**src/rtl/front_panel_pkg.sv**
```systemverilog
// Shared types and constants for the front-panel scan controller.
package front_panel_pkg;
  typedef enum logic [1:0] {
    IDLE  = 2'd0,
    BLANK = 2'd1,
    DRIVE = 2'd2
  } scan_state_t;

  localparam int SEG_W   = 8;
  localparam int MIN_DIV = 2;
endpackage

```
**src/rtl/scan_tick_gen.sv**
```systemverilog
// Programmable tick prescaler with a pending divisor that is applied only on a tick
// boundary (or immediately while the scanner is idle), so a running period is never cut short.
module scan_tick_gen
  import front_panel_pkg::*;
#(
  parameter int DIV_WIDTH = 16,
  parameter int DIV_RESET = 5000
) (
  input  logic                 clk,
  input  logic                 rst,
  input  logic                 clear,
  input  logic                 cfg_load,
  input  logic [DIV_WIDTH-1:0] cfg_div,
  output logic                 tick,
  output logic                 update_applied
);
  logic [DIV_WIDTH-1:0] div_active;
  logic [DIV_WIDTH-1:0] count;
  logic [DIV_WIDTH-1:0] pend_div;
  logic [DIV_WIDTH-1:0] div_clamped;
  logic                 pend_vld;

  assign div_clamped    = (cfg_div < DIV_WIDTH'(MIN_DIV)) ? DIV_WIDTH'(MIN_DIV) : cfg_div;
  assign tick           = !clear && (count == div_active - DIV_WIDTH'(1));
  assign update_applied = pend_vld && (tick || clear);

  // A load can only arrive while nothing is pending, so it never collides with an apply.
  always_ff @(posedge clk) begin
    if (rst) begin
      div_active <= DIV_WIDTH'(DIV_RESET);
      count      <= '0;
      pend_div   <= '0;
      pend_vld   <= 1'b0;
    end else begin
      if (clear || tick) count <= '0;
      else               count <= count + DIV_WIDTH'(1);

      if (update_applied) begin
        div_active <= pend_div;
        pend_vld   <= 1'b0;
      end else if (cfg_load) begin
        pend_div <= div_clamped;
        pend_vld <= 1'b1;
      end
    end
  end
endmodule

```
**src/rtl/front_panel_scan_ctrl.sv**
```systemverilog
// Time-multiplexed digit drive and key-matrix scan: a blanking slot then a drive slot per digit,
// with the key snapshot published (and frame_done pulsed) once per complete frame.
module front_panel_scan_ctrl
  import front_panel_pkg::*;
#(
  parameter int DIGITS      = 4,
  parameter int ROWS        = 4,
  parameter int DIV_WIDTH   = 16,
  parameter int DIV_RESET   = 5000,
  parameter int BLANK_TICKS = 1
) (
  input  logic                     clk,
  input  logic                     rst,
  input  logic                     en,
  input  logic                     cfg_valid,
  input  logic [DIV_WIDTH-1:0]     cfg_div,
  output logic                     cfg_ready,
  input  logic [DIGITS*SEG_W-1:0]  seg_data,
  input  logic [ROWS-1:0]          key_rows,
  output logic [DIGITS-1:0]        digit_sel,
  output logic [SEG_W-1:0]         seg_out,
  output logic [DIGITS*ROWS-1:0]   key_state,
  output logic                     frame_done
);
  localparam int IDX_W = (DIGITS > 1) ? $clog2(DIGITS) : 1;
  localparam int BC_W  = $clog2(BLANK_TICKS + 1);

  scan_state_t            state, state_nxt;
  logic [IDX_W-1:0]       idx, idx_nxt;
  logic [BC_W-1:0]        bcnt, bcnt_nxt;
  logic                   tick, update_applied;
  logic                   sample, frame_last;
  logic [SEG_W-1:0]       seg_latch;
  logic [DIGITS*ROWS-1:0] shadow, shadow_full;

  scan_tick_gen #(
    .DIV_WIDTH (DIV_WIDTH),
    .DIV_RESET (DIV_RESET)
  ) u_tick (
    .clk            (clk),
    .rst            (rst),
    .clear          (state == IDLE),
    .cfg_load       (cfg_valid && cfg_ready),
    .cfg_div        (cfg_div),
    .tick           (tick),
    .update_applied (update_applied)
  );

  assign sample     = en && (state == DRIVE) && tick;
  assign frame_last = sample && (idx == IDX_W'(DIGITS - 1));

  // The published snapshot must include the sample taken on the final drive tick.
  always_comb begin
    shadow_full = shadow;
    shadow_full[idx*ROWS +: ROWS] = key_rows;
  end

  always_comb begin
    state_nxt = state;
    idx_nxt   = idx;
    bcnt_nxt  = bcnt;
    if (!en) begin
      state_nxt = IDLE;
      idx_nxt   = '0;
      bcnt_nxt  = '0;
    end else begin
      case (state)
        IDLE: begin
          state_nxt = BLANK;
          idx_nxt   = '0;
          bcnt_nxt  = '0;
        end
        BLANK: if (tick) begin
          if (bcnt == BC_W'(BLANK_TICKS - 1)) begin
            state_nxt = DRIVE;
            bcnt_nxt  = '0;
          end else begin
            bcnt_nxt = bcnt + BC_W'(1);
          end
        end
        DRIVE: if (tick) begin
          state_nxt = BLANK;
          idx_nxt   = (idx == IDX_W'(DIGITS - 1)) ? '0 : idx + IDX_W'(1);
        end
        default: state_nxt = IDLE;
      endcase
    end
  end

  always_ff @(posedge clk) begin
    if (rst) begin
      state      <= IDLE;
      idx        <= '0;
      bcnt       <= '0;
      seg_latch  <= '0;
      shadow     <= '0;
      key_state  <= '0;
      frame_done <= 1'b0;
      digit_sel  <= '0;
      seg_out    <= '0;
      cfg_ready  <= 1'b1;
    end else begin
      state      <= state_nxt;
      idx        <= idx_nxt;
      bcnt       <= bcnt_nxt;
      frame_done <= frame_last;

      if (!en)         shadow <= '0;
      else if (sample) shadow <= shadow_full;
      if (frame_last) key_state <= shadow_full;

      if (state_nxt == BLANK && state != BLANK)
        seg_latch <= seg_data[idx_nxt*SEG_W +: SEG_W];
      digit_sel <= (state_nxt == DRIVE) ? (DIGITS'(1) << idx_nxt) : '0;
      seg_out   <= (state_nxt == DRIVE) ? seg_latch : '0;

      if (cfg_valid && cfg_ready) cfg_ready <= 1'b0;
      else if (update_applied)    cfg_ready <= 1'b1;
    end
  end
endmodule

```
**config.mk**
```make
export PLATFORM = sky130hd
export DESIGN_NAME = front_panel_scan_ctrl
export DESIGN_NICKNAME = d
export VERILOG_FILES = /design/src/rtl/front_panel_pkg.sv /design/src/rtl/scan_tick_gen.sv /design/src/rtl/front_panel_scan_ctrl.sv
export SDC_FILE = /design/constraint.sdc
export NUM_CORES = 1
export LEC_CHECK = 0
export CAP_MARGIN = 15
export CELL_PAD_IN_SITES_DETAIL_PLACEMENT = 1
export CELL_PAD_IN_SITES_GLOBAL_PLACEMENT = 1
export CORE_ASPECT_RATIO = 0.5
export CORE_UTILIZATION = 40
export DETAILED_ROUTE_END_ITERATION = 10
export PLACE_DENSITY_LB_ADDON = 0.1
export SYNTH_ARGS = -nofsm -noshare
export SYNTH_HDL_FRONTEND = slang
export SYNTH_SLANG_ARGS = --single-unit
```
**constraint.sdc**
```tcl
create_clock -name clk -period 4.2 [get_ports clk]
set_input_delay 0.42 -clock clk [delete_from_list [all_inputs] [get_ports clk]]
set_output_delay 0.42 -clock clk [all_outputs]
set_load 0.03 [all_outputs]
```
==> run_results.csv, run 1 <==
group,metric,value,unit
global_route,grt_max_degree,56,
min_path,hold_class,"reg2reg",
synthesis,synth_async_sr_flop_share,0,%
synthesis,syn_nets,663,
worst_setup_path,required,4.48,ns
worst_setup_path,end_kind,"flip-flop",
clock_network,post_cts_buffers,0,
clock_network,clockRootBuffer,"clkbuf_16",
timing,setup_viol,0,
floorplan,coreArea,12090,um^2
clock_network,cts_tree,"built",
floorplan,die_w,161.2,um
synthesis,synth-edff-count,0,
pwr,power_density,329.7,nW/um^2
floorplan,core.rowCount,28,
clock_network,cts.path.max_buffers,2,
final_layout,seq_area,2142,um^2
worst_setup_path,cp.buffers_inverters,0,
detailed_routing,via_count,4304,
final_layout,nets,729,
worst_setup_path,cpMostUsedCell,"nor4b_4",
pwr,ir_drop,0.0002043,V
timing,finalHoldViolations,0,
clock_network,cts_sinks,107,
timing,fin_crit,3.710,ns
clock_network,hold_buffers,0,
detailed_routing,ant_nets,0,
timing,whs,0.4566,ns
place,hpwl,9567,um
timing,worst_clock_skew,0.01382,ns
final_layout,fill_cells,1426,
global_route,track_usage,20.82,%
worst_setup_path,cpLargestDelayFamily,"simple AND/OR/NAND/NOR gates",
global_route,antenna_found_initial,0,
min_path,hp-start,"key_state[15]$_SDFFE_PP0P_",
clock_network,numCtsBuffers,9,
floorplan,die_y,81.59,um
timing,fin_crit_sh,88.32,%
synthesis,synth_flop_cell,"dfxtp_1",
worst_setup_path,start_kind,"flip-flop",
final_layout,drive_gt1_share,5.075,%
detailed_routing,via_per_inst,5.154,
clock_network,cts.clk_slew.worst_paths,0.08,ns
final_layout,finish.utilization,52.01,%
run_status,status,"finished clean",
place,io_buffers,85,
worst_setup_path,r2r_start,"u_tick.div_active[4]$_SDFFE_PP0P_",
pwr,leakagePower,2.290,nW
timing,slew_headroom,33.42,%
synthesis,synth_cells,599,
worst_setup_path,crit_chain,"or4_1, nor4_1, xnor2_1, o2111ai_1, nor4b_4, mux2i_1, nor4b_4, a222oi_1, o21ai_1",
timing,clock.fmax,0.2696,GHz
timing,drv_slew,0,
detailed_routing,drc,0,
worst_setup_path,rrSetupSlack,0.49,ns
clock_network,clock_latency,0.36,ns
run,maxCapViolations,0,
detailed_routing,drt-total-wl,13120,um
place,dp_slack,0.3018,ns
global_route,grt_pass1_vias,4330,
worst_setup_path,path_class,"reg2reg",
detailed_routing,drtPass1Iterations,4,
global_route,grt_overflow,0,
floorplan,dieArea,13150,um^2
pwr,total_power,0.002073,W
worst_setup_path,path_max_fanout,8,
synthesis,synth_area,5067,um^2
synthesis,synth.avg_cell_area,8.460,um^2
worst_setup_path,arrival,3.99,ns
detailed_routing,wl_per_cell,15.71,um
floorplan,ioPinCount,86,
final_layout,n_antenna_cell,0,
worst_setup_path,setup.worst_path.start,"u_tick.div_active[4]$_SDFFE_PP0P_",
worst_setup_path,slowest_delay,0.61,ns
timing,tns,0,ns
final_layout,area_growth_syn_to_layout,24.05,%
synthesis,yosysWarningCount,0,
place,place_congestion,0.8204,
synthesis,ys_seq_area_share,42.27,%
clock_network,htreeDepth,3,
timing,rsz0062_at_grt,"no",
floorplan,start_util,41.93,%
synthesis,synth_cell_types,53,
timing,fin_ws,0.4905,ns
worst_setup_path,crit_slowest_cell,"or4_1",
global_route,grt_pass1_wl,21760,um
synthesis,ys_seq_elements,107,
timing,worst_pin_slew,0.9966,ns
detailed_routing,first_iter_violations,147,
final_layout,multi_input_area,2658,um^2
==> registers in the layout, summed over array words and instances, names as in the netlist, 2 cells and up <==
signal / count
u_tick.count: 16
digit_sel: 4
seg_latch: 8
u_tick.pend_div: 16
state: 2
seg_out: 8
u_tick.div_active: 16
idx: 2
shadow: 16
key_state: 16
==> stage by stage <==
stage | std cells | instance area [um^2]
after global routing | 835 | 6286
after CTS | 835 | 6281
after global placement | 819 | 5993
after floorplan | 599 | 5067
final | 835 | 6286
after detailed placement | 819 | 5993
==> cell families after synthesis <==
kind of cell | after synthesis | synth area share [%]
compound gates | 99 | 12.49
xor+xnor | 34 | 6.148
fa+ha+maj | 8 | 1.975
buf+inv | 64 | 5.457
flops | 107 | 42.27
mux | 37 | 7.333
simple gates | 250 | 24.32
==> cell usage after synthesis, types with 2 or more instances <==
| master | instances | share of area (%) |
|---|---|---|
| a21o_1 | 2 | 0.30 |
| o2111ai_1 | 2 | 0.35 |
| or3_1 | 3 | 0.37 |
| and4_1 | 2 | 0.35 |
| o21bai_1 | 2 | 0.30 |
| xnor2_1 | 11 | 1.9 |
| nor2_1 | 71 | 5.3 |
| nor4_1 | 7 | 0.86 |
| ha_1 | 8 | 2.0 |
| dfxtp_1 | 107 | 42 |
| xor2_1 | 22 | 3.8 |
| inv_1 | 29 | 2.1 |
| nand2b_1 | 7 | 0.86 |
| nand2_1 | 88 | 6.5 |
| nor3_1 | 9 | 0.89 |
| nor4b_4 | 2 | 0.94 |
| a222oi_1 | 8 | 1.6 |
| nor4_2 | 2 | 0.49 |
| o21a_1 | 2 | 0.30 |
| nand4_1 | 4 | 0.49 |
| or4_1 | 2 | 0.30 |
| nand3_1 | 15 | 1.5 |
| mux2i_1 | 36 | 7.1 |
| o22ai_1 | 3 | 0.37 |
| nor3b_1 | 4 | 0.59 |
| nor2b_1 | 5 | 0.62 |
| a211o_1 | 5 | 0.86 |
| o21ai_1 | 9 | 0.89 |
| a211oi_1 | 3 | 0.44 |
| buf_4 | 3 | 0.44 |
| buf_6 | 2 | 0.44 |
| buf_2 | 8 | 0.79 |
| clkbuf_1 | 21 | 1.6 |
| o21ai_0 | 18 | 1.8 |
| a31oi_1 | 3 | 0.37 |
| a21oi_1 | 38 | 3.8 |
| and2_1 | 10 | 1.2 |
| and3_1 | 10 | 1.2 |
| nor4bb_1 | 2 | 0.40 |
==> routing by layer <==
layer	part of all wire, %	global-route usage (%)	wire (um)
met1	49	26.97	6448
met5	0	0	0
met4	0.71	4.057	93
met2	48	36.38	6283
met3	2.3	4.343	296
==> worst register-to-register path: stages, from the launching register on <==
cell	delay, ns
dfxtp_1	0.41
or4_1	0.61
nor4_1	0.39
xnor2_1	0.19
o2111ai_1	0.20
nor4b_4	0.49
mux2i_1	0.58
nor4b_4	0.52
a222oi_1	0.13
o21ai_1	0.12
==> cell type report <==
type | instances | share of cell area [%]
Sequential cell | 107 | 34.08
Timing Repair Buffer | 90 | 14.05
Inverter | 29 | 1.732
Clock inverter | 7 | 0.9952
Tap cell | 165 | 3.284
Clock buffer | 9 | 3.583
Multi-Input combinational cell | 428 | 42.28
==> power by group <==
| group | internal [W] | switching, W |
|---|---|---|
| registers | 0.00104 | 0.0000226 |
| clock network | 0.000419 | 0.000420 |
| logic | 0.0000891 | 0.0000851 |
==> final timing paths <==
check,to,cells past startpoint
setup / recovery,seg_latch[0]$_SDFFE_PP0P_,9
hold / removal,key_state[15]$_SDFFE_PP0P_,2
setup reg to reg,seg_latch[0]$_SDFFE_PP0P_,9
hold reg to reg,key_state[15]$_SDFFE_PP0P_,2
==> cells in the final DEF, fill, tap and decap left out, types with 3 or more instances in the layout <==
cell type	count
nor3_1	9
a31oi_1	3
a211oi_1	3
ha_1	8
and3_1	10
nand3_1	15
clkdlybuf4s50_1	84
nor4_1	7
and2_1	10
nor2_1	71
o21ai_1	8
a21oi_1	38
nor3b_1	3
mux2i_1	36
nand2_1	88
o21ai_0	18
nor2b_1	5
xnor2_1	11
xor2_1	22
nand2b_1	7
inv_6	4
o22ai_1	3
a222oi_1	8
inv_1	29
nand4_1	4
clkbuf_16	9
a211o_1	5
or3_1	3
buf_4	5
dfxtp_1	107
==> timing repair <==
item	in CTS	in global routing
hold endpoints to repair	0	0
gates resized for setup	0	1
endpoints found under the setup margin	0	7
(Power assumes the default switching activity.)
==> run 2, diff against run 1 <==
Settings changed: SKIP_LAST_GASP set to 1.
==> results of run 2 <==
No change in the layout: final DEF, timing and power equal those of run 1.
==> run 3, diff against run 2 <==
Settings changed: CAP_MARGIN 15 to 20.
==> run_results.csv, run 3 (synthesis results as in run 1) <==
group,metric,value,unit
run_status,status,"finished clean",
detailed_routing,via_count,4317,
pwr,ir_drop,0.0002047,V
pwr,p_switching,0.0005283,W
detailed_routing,via_per_inst,5.164,
global_route,track_usage,20.82,%
detailed_routing,drt-total-wl,13140,um
clock_network,cts.clk_slew.worst_paths,0.08,ns
pwr,leakagePower,2.295,nW
floorplan,dieArea,13150,um^2
pwr,seqPwrFrac,51.1,%
timing,finalHoldViolations,0,
worst_setup_path,crit_chain,"or4_1, nor4_1, xnor2_1, o2111ai_1, nor4b_4, mux2i_1, nor4b_4, a222oi_1, o21ai_1",
worst_setup_path,timing.rr.end,"seg_latch[0]$_SDFFE_PP0P_",
worst_setup_path,arrival,3.99,ns
worst_setup_path,cpMostUsedCell,"nor4b_4",
timing,fin_crit,3.710,ns
clock_network,clock_latency,0.36,ns
min_path,hp-start,"key_state[15]$_SDFFE_PP0P_",
worst_setup_path,required,4.48,ns
place,io_buffers,85,
worst_setup_path,start_kind,"flip-flop",
detailed_routing,ant_nets,0,
floorplan,ioPinCount,86,
run,maxCapViolations,0,
floorplan,start_util,41.93,%
worst_setup_path,end_kind,"flip-flop",
global_route,grt_max_degree,56,
final_layout,final_cell_mix,"dfxtp_1, nand2_1, clkdlybuf4s50_1, nor2_1, a21oi_1",
final_layout,fill_cells,1427,
detailed_routing,drc,0,
clock_network,numCtsBuffers,9,
clock_network,cts.path.max_buffers,2,
final_layout,nets,730,
min_path,whs_endpoint,"key_state[15]$_SDFFE_PP0P_",
final_layout,drive_gt1_share,5.216,%
floorplan,coreArea,12090,um^2
min_path,whs_path_depth,2,
clock_network,clockRootBuffer,"clkbuf_16",
timing,tns,0,ns
pwr,power_density,329.6,nW/um^2
worst_setup_path,slowest_delay,0.61,ns
place,dpl_cell_area,5993,um^2
pwr,power.share.clock,40.5,%
floorplan,core.rowCount,28,
floorplan,die_y,81.59,um
timing,whs,0.4566,ns
pwr,intPower,0.001546,W
timing,drv_slew,0,
worst_setup_path,rrSetupSlack,0.49,ns
detailed_routing,first_iter_violations,135,
floorplan,die_w,161.2,um
clock_network,cts_sinks,107,
final_layout,final_common_cell,"dfxtp_1",
final_layout,design_area,6294,um^2
timing,rsz0062_at_grt,"no",
worst_setup_path,path_class,"reg2reg",
clock_network,cts_resized,0,
timing,setup_viol,0,
worst_setup_path,reg2reg_depth,9,
worst_setup_path,path_max_fanout,8,
clock_network,hold_buffers,0,
timing,fin_crit_sh,88.34,%
min_path,hold_class,"reg2reg",
global_route,grt_overflow,0,
final_layout,finish.utilization,52.07,%
detailed_routing,wl_per_cell,15.72,um
global_route,grt_pass1_wl,21760,um
clock_network,cts_tree,"built",
worst_setup_path,crit_slowest_cell,"or4_1",
final_layout,n_antenna_cell,0,
timing,clock.fmax,0.2695,GHz
global_route,grt_pass1_vias,4330,
pwr,swShare,25.47,%
worst_setup_path,r2r_start,"u_tick.div_active[4]$_SDFFE_PP0P_",
global_route,antenna_found_initial,0,
place,place_congestion,0.8204,
clock_network,post_cts_buffers,0,
timing,worst_clock_skew,0.01382,ns
detailed_routing,drtPass1Iterations,4,
pwr,combPwrFrac,8.5,%
place,hpwl,9567,um
final_layout,area_growth_syn_to_layout,24.20,%
timing,worst_pin_slew,0.7844,ns
timing,slew_headroom,47.71,%
clock_network,htreeDepth,3,
-- run 3: cell count changes in the layout (fill, tap and decap cells not counted), sizes merged --
cell	change
buf	+1
-- run 3: critical path: cells and delay by family (launching register included) --
| kind | cells | cell delay (ns) |
|---|---|---|
| AND/OR/NAND/NOR | 4 | 2.01 |
| multiplexers | 1 | 0.58 |
| AO/OA/AOI/OAI | 3 | 0.45 |
| flip-flops | 1 | 0.41 |
| XOR/XNOR | 1 | 0.19 |
-- run 3: worst max-delay path by stage --
stage                                      start                         to  slack [ns]  cells past startpoint
2_1_floorplan  u_tick.div_active[0]$_SDFFE_PP0P_  seg_latch[0]$_SDFFE_PP0P_        0.89                     13
3_3_place_gp   u_tick.div_active[0]$_SDFFE_PP0P_  seg_latch[3]$_SDFFE_PP0P_        0.50                     11
3_5_place_dp   u_tick.div_active[0]$_SDFFE_PP0P_  seg_latch[0]$_SDFFE_PP0P_        0.30                     11
4_1_cts        u_tick.div_active[0]$_SDFFE_PP0P_  seg_latch[0]$_SDFFE_PP0P_        0.23                     11
5_1_grt        u_tick.div_active[0]$_SDFFE_PP0P_  seg_latch[0]$_SDFFE_PP0P_        0.14                     11
6_report       u_tick.div_active[4]$_SDFFE_PP0P_  seg_latch[0]$_SDFFE_PP0P_        0.49                      9
-- run 3: power by group through the flow --
stage	clock, W	sequential, W	combinational [W]
finish	0.000840	0.00106	0.000176
global route	0.000908	0.00106	0.000192
CTS	0.000863	0.00106	0.000176
detailed placement	0	0.00108	0.000174
global placement	0	0.00108	0.000171
floorplan	0	0.00107	0.0000975
-- run 3: layout make-up --
class	count	area (um^2)	area share [%]
Inverter	29	108.9	1.730
Timing Repair Buffer	91	890.9	14.16
Sequential cell	107	2142	34.04
Multi-Input combinational cell	428	2658	42.23
Clock inverter	7	62.56	0.9940
Clock buffer	9	225.2	3.579
Tap cell	165	206.4	3.280
-- run 3: metrics by stage --
step,cells,setup WS [ns],power [W]
after floorplan,599,0.8879,0.001170
after global placement,819,0.4985,0.001254
after detailed placement,819,0.3018,0.001258
after CTS,835,0.2291,0.002099
after global routing,836,0.1369,0.002164
final,836,0.4897,0.002074
-- run 3: layer usage --
| metal | track usage, % | share of wire [%] | vias to the layer above |
|---|---|---|---|
| met3 | 4.343 | 2.3 | 10 |
| met4 | 4.057 | 0.71 | 0 |
| met2 | 36.38 | 48 | 35 |
| li1 | - | - | 2176 |
| met1 | 26.97 | 49 | 2096 |
| met5 | 0 | 0 | - |
